**config.mk**
```make
export PLATFORM = sky130hd
export DESIGN_NAME = dff_write_arbiter
export DESIGN_NICKNAME = d
export VERILOG_FILES = /design/src/rtl/dff_write_arbiter.sv
export SDC_FILE = /design/constraint.sdc
export NUM_CORES = 1
export LEC_CHECK = 0
export BUFFER_PORTS_ARGS = -buffer_cell sky130_fd_sc_hd__buf_2
export CAP_MARGIN = 20
export CORE_MARGIN = 2
export CORE_UTILIZATION = 25
export CTS_CLUSTER_DIAMETER = 100
export DETAILED_ROUTE_END_ITERATION = 7
export GPL_TIMING_DRIVEN = 0
export PLACE_DENSITY_LB_ADDON = 0.1
export SYNTH_ARGS = -nofsm -noshare
export SYNTH_HDL_FRONTEND = slang
export SYNTH_SLANG_ARGS = --single-unit
```
**constraint.sdc**
```tcl
create_clock -name clk -period 3.5 [get_ports clk]
set_input_delay 0.7 -clock clk [delete_from_list [all_inputs] [get_ports clk]]
set_output_delay 0.7 -clock clk [all_outputs]
set_load 0.02 [all_outputs]
```
**src/rtl/dff_write_arbiter.sv**
```systemverilog
`default_nettype none
// ============================================================================
//  Module      : dff_write_arbiter
//  Description : Round-robin arbiter sharing the write port (E/D inputs) of a
//                DW-bit enabled register among N_REQ requesters. Produces a
//                registered one-hot grant that doubles as write acknowledge.
//                Optional burst locking is enabled by defining ARB_LOCK_EN.
//  Revision    : 1.0  initial release
// ============================================================================
module dff_write_arbiter #(
    parameter int N_REQ     = 4,
    parameter int DW        = 4
`ifdef ARB_LOCK_EN
    ,
    parameter int MAX_BURST = 4
`endif
) (
    input  logic                clk,
    input  logic                reset,
    input  logic [N_REQ-1:0]    req,
    input  logic [N_REQ*DW-1:0] wdata,
`ifdef ARB_LOCK_EN
    input  logic [N_REQ-1:0]    lock,
`endif
    output logic [N_REQ-1:0]    gnt,
    output logic                reg_en,
    output logic [DW-1:0]       reg_d,
    output logic                busy
);

    localparam int PW = (N_REQ > 1) ? $clog2(N_REQ) : 1;

    localparam logic [1:0] c_ST_IDLE   = 2'd0;
    localparam logic [1:0] c_ST_GRANT  = 2'd1;
    localparam logic [1:0] c_ST_LOCKED = 2'd2;

    logic [1:0]       r_state;
    logic [N_REQ-1:0] r_gnt;
    logic [DW-1:0]    r_reg_d;
    logic [PW-1:0]    r_rr_ptr;

    logic [1:0]       w_state_nxt;
    logic [N_REQ-1:0] w_gnt_nxt;
    logic [DW-1:0]    w_reg_d_nxt;
    logic [PW-1:0]    w_rr_ptr_nxt;

    logic [N_REQ-1:0] w_eligible;
    logic             w_found;
    logic [PW-1:0]    w_win_idx;
    logic [DW-1:0]    w_wdata_arr [N_REQ];

`ifdef ARB_LOCK_EN
    logic [3:0]       r_burst_cnt;
    logic [3:0]       w_burst_cnt_nxt;
    logic             w_keep;
`endif

    // Slice the flat write-data bus into one word per requester
    for (genvar gi = 0; gi < N_REQ; gi++) begin : g_unpack
        assign w_wdata_arr[gi] = wdata[gi*DW +: DW];
    end

    // The current holder is masked so others get a turn
    assign w_eligible = req & ~r_gnt;

    // Round-robin search starting just after the last winner
    always_comb begin : p_search
        logic [PW-1:0] v_pos;
        w_found   = 1'b0;
        w_win_idx = '0;
        v_pos     = '0;
        for (int off = 1; off <= N_REQ; off++) begin
            v_pos = PW'((int'(r_rr_ptr) + off) % N_REQ);
            if (!w_found && w_eligible[v_pos]) begin
                w_found   = 1'b1;
                w_win_idx = v_pos;
            end
        end
    end

`ifdef ARB_LOCK_EN
    // Holder keeps the port while it asks for lock and the burst limit allows
    assign w_keep = ((r_gnt & req & lock) != '0) &&
                    (r_burst_cnt < 4'(MAX_BURST - 1));
`endif

    // Next grant, data, pointer and state
    always_comb begin
        w_state_nxt  = c_ST_IDLE;
        w_gnt_nxt    = '0;
        w_reg_d_nxt  = r_reg_d;
        w_rr_ptr_nxt = r_rr_ptr;
`ifdef ARB_LOCK_EN
        w_burst_cnt_nxt = 4'd0;
        if (w_keep) begin
            w_state_nxt     = c_ST_LOCKED;
            w_gnt_nxt       = r_gnt;
            w_reg_d_nxt     = w_wdata_arr[r_rr_ptr];
            w_burst_cnt_nxt = r_burst_cnt + 4'd1;
        end else
`endif
        if (w_found) begin
            w_state_nxt            = c_ST_GRANT;
            w_gnt_nxt[w_win_idx]   = 1'b1;
            w_reg_d_nxt            = w_wdata_arr[w_win_idx];
            w_rr_ptr_nxt           = w_win_idx;
        end
    end

    // Arbitration state; pointer starts at the top so requester 0 wins first
    always_ff @(posedge clk or posedge reset) begin
        if (reset) begin
            r_state  <= c_ST_IDLE;
            r_gnt    <= '0;
            r_reg_d  <= '0;
            r_rr_ptr <= PW'(N_REQ - 1);
        end else begin
            r_state  <= w_state_nxt;
            r_gnt    <= w_gnt_nxt;
            r_reg_d  <= w_reg_d_nxt;
            r_rr_ptr <= w_rr_ptr_nxt;
        end
    end

`ifdef ARB_LOCK_EN
    // Count consecutive locked writes of the current holder
    always_ff @(posedge clk or posedge reset) begin
        if (reset) begin
            r_burst_cnt <= 4'd0;
        end else begin
            r_burst_cnt <= w_burst_cnt_nxt;
        end
    end
`endif

    assign gnt    = r_gnt;
    assign reg_en = |r_gnt;
    assign reg_d  = r_reg_d;
    assign busy   = (r_state != c_ST_IDLE);

endmodule
`default_nettype wire
```
==> results.sh, run 1 <==
export IMPL_fin_area_um2=873
export IMPL_leakagePower_nw=0.414
export IMPL_antennaDiodeCount=0
export IMPL_layoutNonFillerInstCount=130
export IMPL_clk_path_buf_depth=2
export IMPL_yosysSeqAreaShare_pct=42.4
export IMPL_dp_hpwl_um=1310
export IMPL_vias=597
export IMPL_initial_core_util_pct=26.4
export IMPL_synthSimpleGateAreaFrac_pct=24.1
export IMPL_hold_viol=0
export IMPL_wl_per_cell_um=13.0
export IMPL_fin_nets=123
export IMPL_grt_setup_unrepaired="no"
export IMPL_r2r_start="gnt[1]"
export IMPL_num_rows=18
export IMPL_muxShareOfSynthArea_pct=6.12
export IMPL_skew_ns=0.0109
export IMPL_worstPathBufferInverterCount=1
export IMPL_crit_required_ns=2.80
export IMPL_crit_type="reg -> out"
export IMPL_drt_iter0_drc=8
export IMPL_die_x_um=55.2
export IMPL_grt_pass1_wl_um=2640
export IMPL_met1_usage_pct=17.5
export IMPL_cpPeakStageDelay_ns=0.52
export IMPL_max_freq_ghz=0.482
export IMPL_placedCellCount=126
export IMPL_path_clk_slew_ns=0.08
export IMPL_synth_compound_area_share_pct=23.9
export IMPL_peakVddDrop_mv=0.324
export IMPL_setup_ws_ns=1.43
export IMPL_final_layout_size_suffix_gt1_share_pct=41.0
export IMPL_ctsResizeCount=0
export IMPL_first_global_vias=532
export IMPL_path_cells="or4_1, buf_2"
export IMPL_start_kind="flop"
export IMPL_die_area_um2=3040
export IMPL_core_area_um2=2480
export IMPL_fin_crit_sh_pct=59.3
export IMPL_min_period_ns=2.07
export IMPL_grt_util_met2_pct=18.5
export IMPL_track_usage_pct=12.8
export IMPL_reg2reg_to="reg_d[0]"
export IMPL_worst_path_max_fanout=5
export IMPL_num_io_pins=32
export IMPL_cts_hold_buf=0
export IMPL_die_h_um=55.2
export IMPL_port_buffers=31
export IMPL_drc_errors=0
export IMPL_drv_cap=0
export IMPL_fin_hold_ws_ns=0.410
export IMPL_h_tree_depth=1
export IMPL_cts_root_buf="clkbuf_4"
export IMPL_postSynthCellCount=65
export IMPL_maxSlewHeadroom_pct=58.3
export IMPL_cts_buffers=3
export IMPL_crit_path_end="reg_en"
export IMPL_grt_max_degree=12
export IMPL_cp_num_cells=2
export IMPL_synthAdderAreaFrac_pct=0
export IMPL_cts_tree="done"
export IMPL_drtAntennaViolNets=0
export IMPL_synth_xor_area_share_pct=0
export IMPL_overflow=0
export IMPL_busiest_layer="met2"
export IMPL_crit_family="simple AND/OR/NAND/NOR gates"
export IMPL_tns_ns=0
export IMPL_place_congestion=0.746
export IMPL_ys_ff_latch=11
export IMPL_end_kind="output port"
export IMPL_dr_pass1_iters=4
export IMPL_cp_arrival_ns=1.37
export IMPL_synth_warnings=0
export IMPL_cts_setup_buffers=0
export IMPL_critPathLaunch="gnt[0]"
export IMPL_worstHoldPathType="in -> async"
export IMPL_synth_net_count=87
export IMPL_synth_top_family_by_area="simple AND/OR/NAND/NOR gates"
export IMPL_via_per_inst=4.59
export IMPL_rrSetupSlack_ns=1.62
export IMPL_crit_slowest_cell="or4_1"
export IMPL_place_area_um2=847
export IMPL_finalMaxSlewViolations=0
export IMPL_antenna_found_initial=0
export IMPL_setup_viol=0
export IMPL_dp_slack_ns=1.25
export IMPL_reg2regPathDepth=6
export IMPL_clock_latency_ns=0.27
export IMPL_cts_sinks=11
export IMPL_met3_usage_pct=4.57
export IMPL_powerDensity_nw_per_um2=861
export IMPL_wl_um=1690
export IMPL_area_growth_pct=33.5
export IMPL_synth_cell_type_count=28
export IMPL_syn_area_um2=654
export IMPL_status="finished clean"
export IMPL_worst_slew_pin_slew_ns=0.625
export IMPL_avgSynthCellArea_um2=10.1
==> per-layer routing <==
metal / part of all wire (%) / wire, um / up-vias
li1: - / - / 311
met4: 0.89 / 15 / 0
met3: 6.8 / 115 / 2
met5: 0 / 0 / -
met1: 48 / 806 / 263
met2: 44 / 752 / 21
==> synth_stat cells <==
master,instances,area [um2]
o211ai_1,1,7.51
or4b_4,1,13.8
and2_4,1,8.76
mux2i_1,4,40.0
a211oi_1,8,60.1
and2_1,1,6.26
dfstp_2,2,52.6
nand2_1,2,7.51
a21boi_0,4,30.0
o221a_2,1,11.3
nor3b_1,1,7.51
o31ai_1,1,7.51
or4_1,1,7.51
nor3_1,2,10.0
o311a_4,1,21.3
nand4bb_1,1,11.3
nor2b_1,3,18.8
and3b_1,1,8.76
clkbuf_1,1,3.75
nand2b_1,3,18.8
o21ai_0,1,5.00
nand3_1,1,5.00
inv_1,2,7.51
buf_6,1,11.3
o2111ai_1,1,8.76
dfrtp_1,9,225
o21ai_1,1,5.00
nor2_1,9,33.8
==> logic make-up after synthesis <==
| kind of cell | after synthesis |
|---|---|
| AO/OA/AOI/OAI | 19 |
| buffers and inverters | 4 |
| flip-flops | 11 |
| multiplexers | 4 |
| AND/OR/NAND/NOR | 27 |
==> metrics by stage <==
| stage | util [%] | total power, mW |
|---|---|---|
| 2_1_floorplan | - | 0.544 |
| 3_3_place_gp | 34.2 | 0.670 |
| 3_5_place_dp | 34.2 | 0.671 |
| 4_1_cts | 35.3 | 0.762 |
| 5_1_grt | 35.3 | 0.812 |
| 6_report | 35.3 | 0.752 |
==> worst min path at each step <==
stage	to	startpoint	cells after the start	slack (ns)
2_1_floorplan	r_rr_ptr[0]	r_rr_ptr[0]	2	0.47
3_3_place_gp	r_rr_ptr[0]	r_rr_ptr[0]	2	0.50
3_5_place_dp	r_rr_ptr[0]	r_rr_ptr[0]	2	0.50
4_1_cts	reg_d[1]	reset	2	0.42
5_1_grt	reg_d[0]	reset	2	0.44
6_report	reg_d[0]	reset	2	0.41
==> layout make-up <==
type,instances,area (um2)
clock buffers,4,26.3
plain buffers,2,15.0
inverters,2,7.51
flip-flops and latches,11,278
well taps,30,37.5
multi-input cells,50,354
fillers,278,1600
repair buffers,31,155
==> where the power goes <==
group	internal (mW)	leakage, nW	switching [mW]
logic	0.179	0.270	0.241
clock network	0.0441	0.0150	0.0442
registers	0.195	0.128	0.0492
total	0.418	0.414	0.334
==> cells in the final DEF (no fill, tap or decap), types with 2 or more instances in the layout <==
cell type,instances
nor2b_1,3
nor3_1,2
a211oi_1,8
inv_1,2
a21boi_0,4
clkbuf_1,2
nand2_1,2
mux2i_1,4
dfstp_2,2
buf_2,31
dfrtp_1,9
nor2_1,9
clkbuf_4,3
nand2b_1,3
==> flip-flops by register name (all words and copies together) (netlist names) <==
name and flops:
gnt 4, r_rr_ptr 2, r_state 1, reg_d 4
Note: power is estimated with default switching activity, not from simulation.
==> run 2, diff against run 1 <==
==> constraint.sdc (replaced) <==
create_clock -name clk -period 1.7 [get_ports clk]
set_input_delay 0.34 -clock clk [delete_from_list [all_inputs] [get_ports clk]]
set_output_delay 0.34 -clock clk [all_outputs]
set_load 0.02 [all_outputs]
==> results.sh, run 2 (same netlist as run 1, synthesis figures left out) <==
export IMPL_h_tree_depth=1
export IMPL_fin_nets=131
export IMPL_status="complete, but fails checks"
export IMPL_cts_sinks=11
export IMPL_core_area_um2=2480
export IMPL_switching_share_pct=41.5
export IMPL_final_common_cell="buf_2"
export IMPL_fin_hold_ws_ns=0.0388
export IMPL_fin_crit_sh_pct=107
export IMPL_max_freq_ghz=0.552
export IMPL_grt_pass1_wl_um=2750
export IMPL_end_kind="flop"
export IMPL_setup_viol=5
export IMPL_worst_slew_pin_slew_ns=0.621
export IMPL_cp_arrival_ns=1.96
export IMPL_cts_buffers=3
export IMPL_finalMaxSlewViolations=0
export IMPL_num_io_pins=32
export IMPL_drt_iter0_drc=11
export IMPL_grt_max_degree=12
export IMPL_drtAntennaViolNets=0
export IMPL_switchingPower_mw=0.774
export IMPL_final_util_pct=40.2
export IMPL_antenna_found_initial=0
export IMPL_worstHoldPathType="in -> async"
export IMPL_p_clk_share_pct=9.5
export IMPL_overflow=0
export IMPL_tns_ns=-0.459
export IMPL_crit_required_ns=1.84
export IMPL_min_period_ns=1.81
export IMPL_clock_latency_ns=0.27
export IMPL_via_per_inst=4.69
export IMPL_comb_power_share_pct=64.2
export IMPL_path_clk_slew_ns=0.08
export IMPL_total_power_mw=1.87
export IMPL_intPower_mw=1.09
export IMPL_grt_setup_unrepaired="yes"
export IMPL_dr_pass1_iters=3
export IMPL_start_kind="flop"
export IMPL_cts_tree="done"
export IMPL_first_global_vias=615
export IMPL_antennaDiodeCount=0
export IMPL_leakagePower_nw=0.475
export IMPL_place_congestion=0.701
export IMPL_die_area_um2=3040
export IMPL_track_usage_pct=13.7
export IMPL_area_growth_pct=52.0
export IMPL_cts_root_buf="clkbuf_4"
export IMPL_drv_cap=0
export IMPL_wl_per_cell_um=12.8
export IMPL_skew_ns=0.0122
export IMPL_setup_ws_ns=-0.111
export IMPL_die_x_um=55.2
export IMPL_seq_power_share_pct=26.3
export IMPL_worst_path_max_fanout=5
export IMPL_vias=647
export IMPL_dp_hpwl_um=1300
export IMPL_clk_path_buf_depth=2
export IMPL_die_h_um=55.2
export IMPL_powerDensity_nw_per_um2=1880
export IMPL_crit_type="reg -> reg"
export IMPL_num_rows=18
export IMPL_initial_core_util_pct=26.4
export IMPL_final_layout_size_suffix_gt1_share_pct=52.8
export IMPL_wl_um=1770
export IMPL_hold_viol=0
export IMPL_port_buffers=31
export IMPL_drc_errors=0
export IMPL_mostFrequentLayoutCells="30 x buf_2, 9 x nor2_1, 8 x dfrtp_1"
export IMPL_maxSlewHeadroom_pct=58.6
export IMPL_cts_hold_buf=0
export IMPL_violations="negative setup slack"
export IMPL_peakVddDrop_mv=0.762
-- run 2: critical path, stage by stage, from the launching register on --
cell and delay [ns]:
dfrtp_2 0.44, or4b_4 0.49, o311a_4 0.15, and2_4 0.19, buf_8 0.13, a211oi_2 0.21
a211oi_1 0.07
-- run 2: metrics by stage --
stage	setup WS (ns)	cell area, um2	cells
6_report	-0.111	995	138
5_1_grt	-0.172	995	138
4_1_cts	-0.111	948	136
3_5_place_dp	-0.202	868	126
3_3_place_gp	-0.196	868	126
2_1_floorplan	-0.0919	676	65
-- run 2: final cells by class --
class | instances | area [um2]
plain buffers | 2 | 18.8
flip-flops and latches | 11 | 279
clock inverters | 1 | 5.00
well taps | 30 | 37.5
repair buffers | 39 | 243
inverters | 2 | 7.51
fillers | 266 | 1480
multi-input cells | 50 | 382
clock buffers | 3 | 22.5
-- run 2: path summary, 6_finish.rpt --
check | startpoint | end | slack, ns | cells past startpoint
max in group asynchronous | reset | r_rr_ptr[0] | 1.34 | 2
min in group clk | wdata[15] | reg_d[3] | 0.38 | 3
setup reg to reg | gnt[1] | reg_d[0] | -0.11 | 6
hold reg to reg | reg_d[3] | reg_d[3] | 0.56 | 2
setup / recovery | gnt[1] | reg_d[0] | -0.11 | 6
hold / removal | reset | r_state[0] | 0.04 | 2
-- run 2: routing by layer --
| metal | part of all wire, % | track usage, % |
|---|---|---|
| met1 | 46 | 17.1 |
| met2 | 48 | 21.6 |
| met3 | 4.0 | 1.61 |
| met4 | 2.2 | 9.76 |
| met5 | 0 | 0 |
-- run 2: timing repair --
item | 4_1_cts | 5_1_grt
setup endpoints to repair | 6 | 7
gates resized for setup | 6 | 4
buffers inserted | 6 | 1
gates cloned | 0 | 1
pin swaps | 4 | 0
-- run 2: power groups by stage --
stage                     Sequential (mW)  Clock [mW]  Combinational, mW
after CTS                           0.495       0.184               1.07
after global placement              0.511           0              0.913
after floorplan                     0.602           0              0.562
after global routing                0.513       0.204               1.30
after detailed placement            0.512           0              0.923
final                               0.492       0.178               1.20
==> run 3, diff against run 2 <==
==> constraint.sdc (replaced) <==
create_clock -name clk -period 1.7 [get_ports clk]
set_input_delay 0.34 -clock clk [delete_from_list [all_inputs] [get_ports clk]]
set_output_delay 0.34 -clock clk [all_outputs]
set_load 0.01 [all_outputs]
==> results.sh, run 3 (same netlist as run 1, synthesis figures left out) <==
export IMPL_peakVddDrop_mv=0.698
export IMPL_num_rows=18
export IMPL_met3_usage_pct=0.806
export IMPL_tns_ns=-0.336
export IMPL_fin_hold_ws_ns=0.0536
export IMPL_worst_slew_pin_slew_ns=0.477
export IMPL_reg2regPathDepth=6
export IMPL_end_kind="flop"
export IMPL_violations="negative setup slack"
export IMPL_antenna_found_initial=0
export IMPL_final_util_pct=41.1
export IMPL_overflow=0
export IMPL_critPathLaunch="r_rr_ptr[0]"
export IMPL_cp_arrival_ns=1.97
export IMPL_setup_viol=4
export IMPL_cp_num_cells=6
export IMPL_track_usage_pct=16.5
export IMPL_crit_type="reg -> reg"
export IMPL_mostFrequentLayoutCells="31 x buf_2, 9 x dfrtp_1, 8 x nor2_1, 8 x buf_4"
export IMPL_leakagePower_nw=0.482
export IMPL_setup_ws_ns=-0.0896
export IMPL_fin_crit_sh_pct=105
export IMPL_min_period_ns=1.79
export IMPL_h_tree_depth=1
export IMPL_met1_usage_pct=21.0
export IMPL_core_area_um2=2480
export IMPL_num_io_pins=32
export IMPL_vias=677
export IMPL_placedCellCount=126
export IMPL_dr_pass1_iters=4
export IMPL_fillers=264
export IMPL_die_area_um2=3040
export IMPL_path_cells="or4b_4, o311a_4, and2_4, buf_8, mux2i_1, a211oi_1"
export IMPL_via_per_inst=4.84
export IMPL_wl_per_cell_um=14.6
export IMPL_fin_nets=133
export IMPL_grt_pass1_wl_um=3480
export IMPL_path_clk_slew_ns=0.08
export IMPL_seqCellArea_um2=278
export IMPL_worst_path_max_fanout=5
export IMPL_rrSetupSlack_ns=-0.09
export IMPL_cts_buffers=3
export IMPL_clk_path_buf_depth=2
export IMPL_area_growth_pct=55.6
export IMPL_worstHoldPathType="in -> async"
export IMPL_start_kind="flop"
export IMPL_port_buffers=31
export IMPL_die_h_um=55.2
export IMPL_cpPeakStageDelay_ns=0.51
export IMPL_maxSlewHeadroom_pct=68.2
export IMPL_drt_iter0_drc=5
export IMPL_worstPathBufferInverterCount=1
export IMPL_finalMaxSlewViolations=0
export IMPL_cts_sinks=11
export IMPL_place_congestion=0.685
export IMPL_wl_um=2040
export IMPL_first_global_vias=752
export IMPL_skew_ns=0.00762
export IMPL_busiest_layer="met2"
export IMPL_final_common_cell="buf_2"
export IMPL_die_x_um=55.2
export IMPL_grt_setup_unrepaired="yes"
export IMPL_crit_slowest_cell="or4b_4"
export IMPL_status="complete, but fails checks"
export IMPL_crit_path_end="reg_d[3]"
export IMPL_crit_family="simple AND/OR/NAND/NOR gates"
export IMPL_reg2reg_to="reg_d[3]"
export IMPL_cts_tree="done"
export IMPL_initial_core_util_pct=26.4
export IMPL_drv_cap=0
export IMPL_cts_root_buf="clkbuf_4"
export IMPL_clock_latency_ns=0.27
export IMPL_drtAntennaViolNets=0
export IMPL_total_power_mw=1.86
export IMPL_grt_util_met2_pct=27.4
export IMPL_powerDensity_nw_per_um2=1830
export IMPL_dp_hpwl_um=1350
export IMPL_drc_errors=0
export IMPL_multi_input_area_um2=397
export IMPL_crit_required_ns=1.88
export IMPL_final_layout_size_suffix_gt1_share_pct=53.6
export IMPL_layoutNonFillerInstCount=140
export IMPL_max_freq_ghz=0.559
export IMPL_antennaDiodeCount=0
export IMPL_hold_viol=0
export IMPL_r2r_start="r_rr_ptr[0]"
export IMPL_grt_max_degree=12
[run 3: routing by layer]
layer	wire length [um]	vias up
li1	-	337
met1	904	317
met2	1010	21
met3	94	2
met4	27	0
met5	0	-
[run 3: final cells by class]
cell class | count | share of cell area (%)
Multi-Input combinational cell | 50 | 38.9
Timing Repair Buffer | 41 | 24.9
Sequential cell | 11 | 27.3
Tap cell | 30 | 3.69
Clock buffer | 4 | 2.58
Buffer | 2 | 1.84
Inverter | 2 | 0.737
[run 3: worst min-delay path by stage]
stage	from	to	slack, ns	cells after the start
after detailed placement	reset	reg_d[0]	0.36	2
after global routing	reset	r_state[0]	0.08	2
after floorplan	reset	gnt[0]	0.19	1
after global placement	reset	r_state[0]	0.37	2
after CTS	reset	reg_d[0]	0.07	2
final	reset	reg_d[1]	0.05	2
[run 3: report_power, final]
part	internal, mW	total (mW)	switching [mW]	leakage (nW)
clock	0.0907	0.184	0.0936	0.0150
sequential	0.399	0.476	0.0770	0.128
combinational	0.625	1.20	0.574	0.338
[run 3: stage by stage]
stage	worst slack, ns	area [um2]
floorplan	-0.0693	674
global placement	-0.236	867
detailed placement	-0.236	867
CTS	-0.0902	1010
global route	-0.209	1020
finish	-0.0896	1020
[run 3: what timing repair did]
action	4_1_cts	5_1_grt
resized for setup	7	3
pin swaps	9	0
setup endpoints to repair	5	6
hold endpoints to repair	0	0
setup buffers	9	0
cloned	1	0
hold buffers	0	0
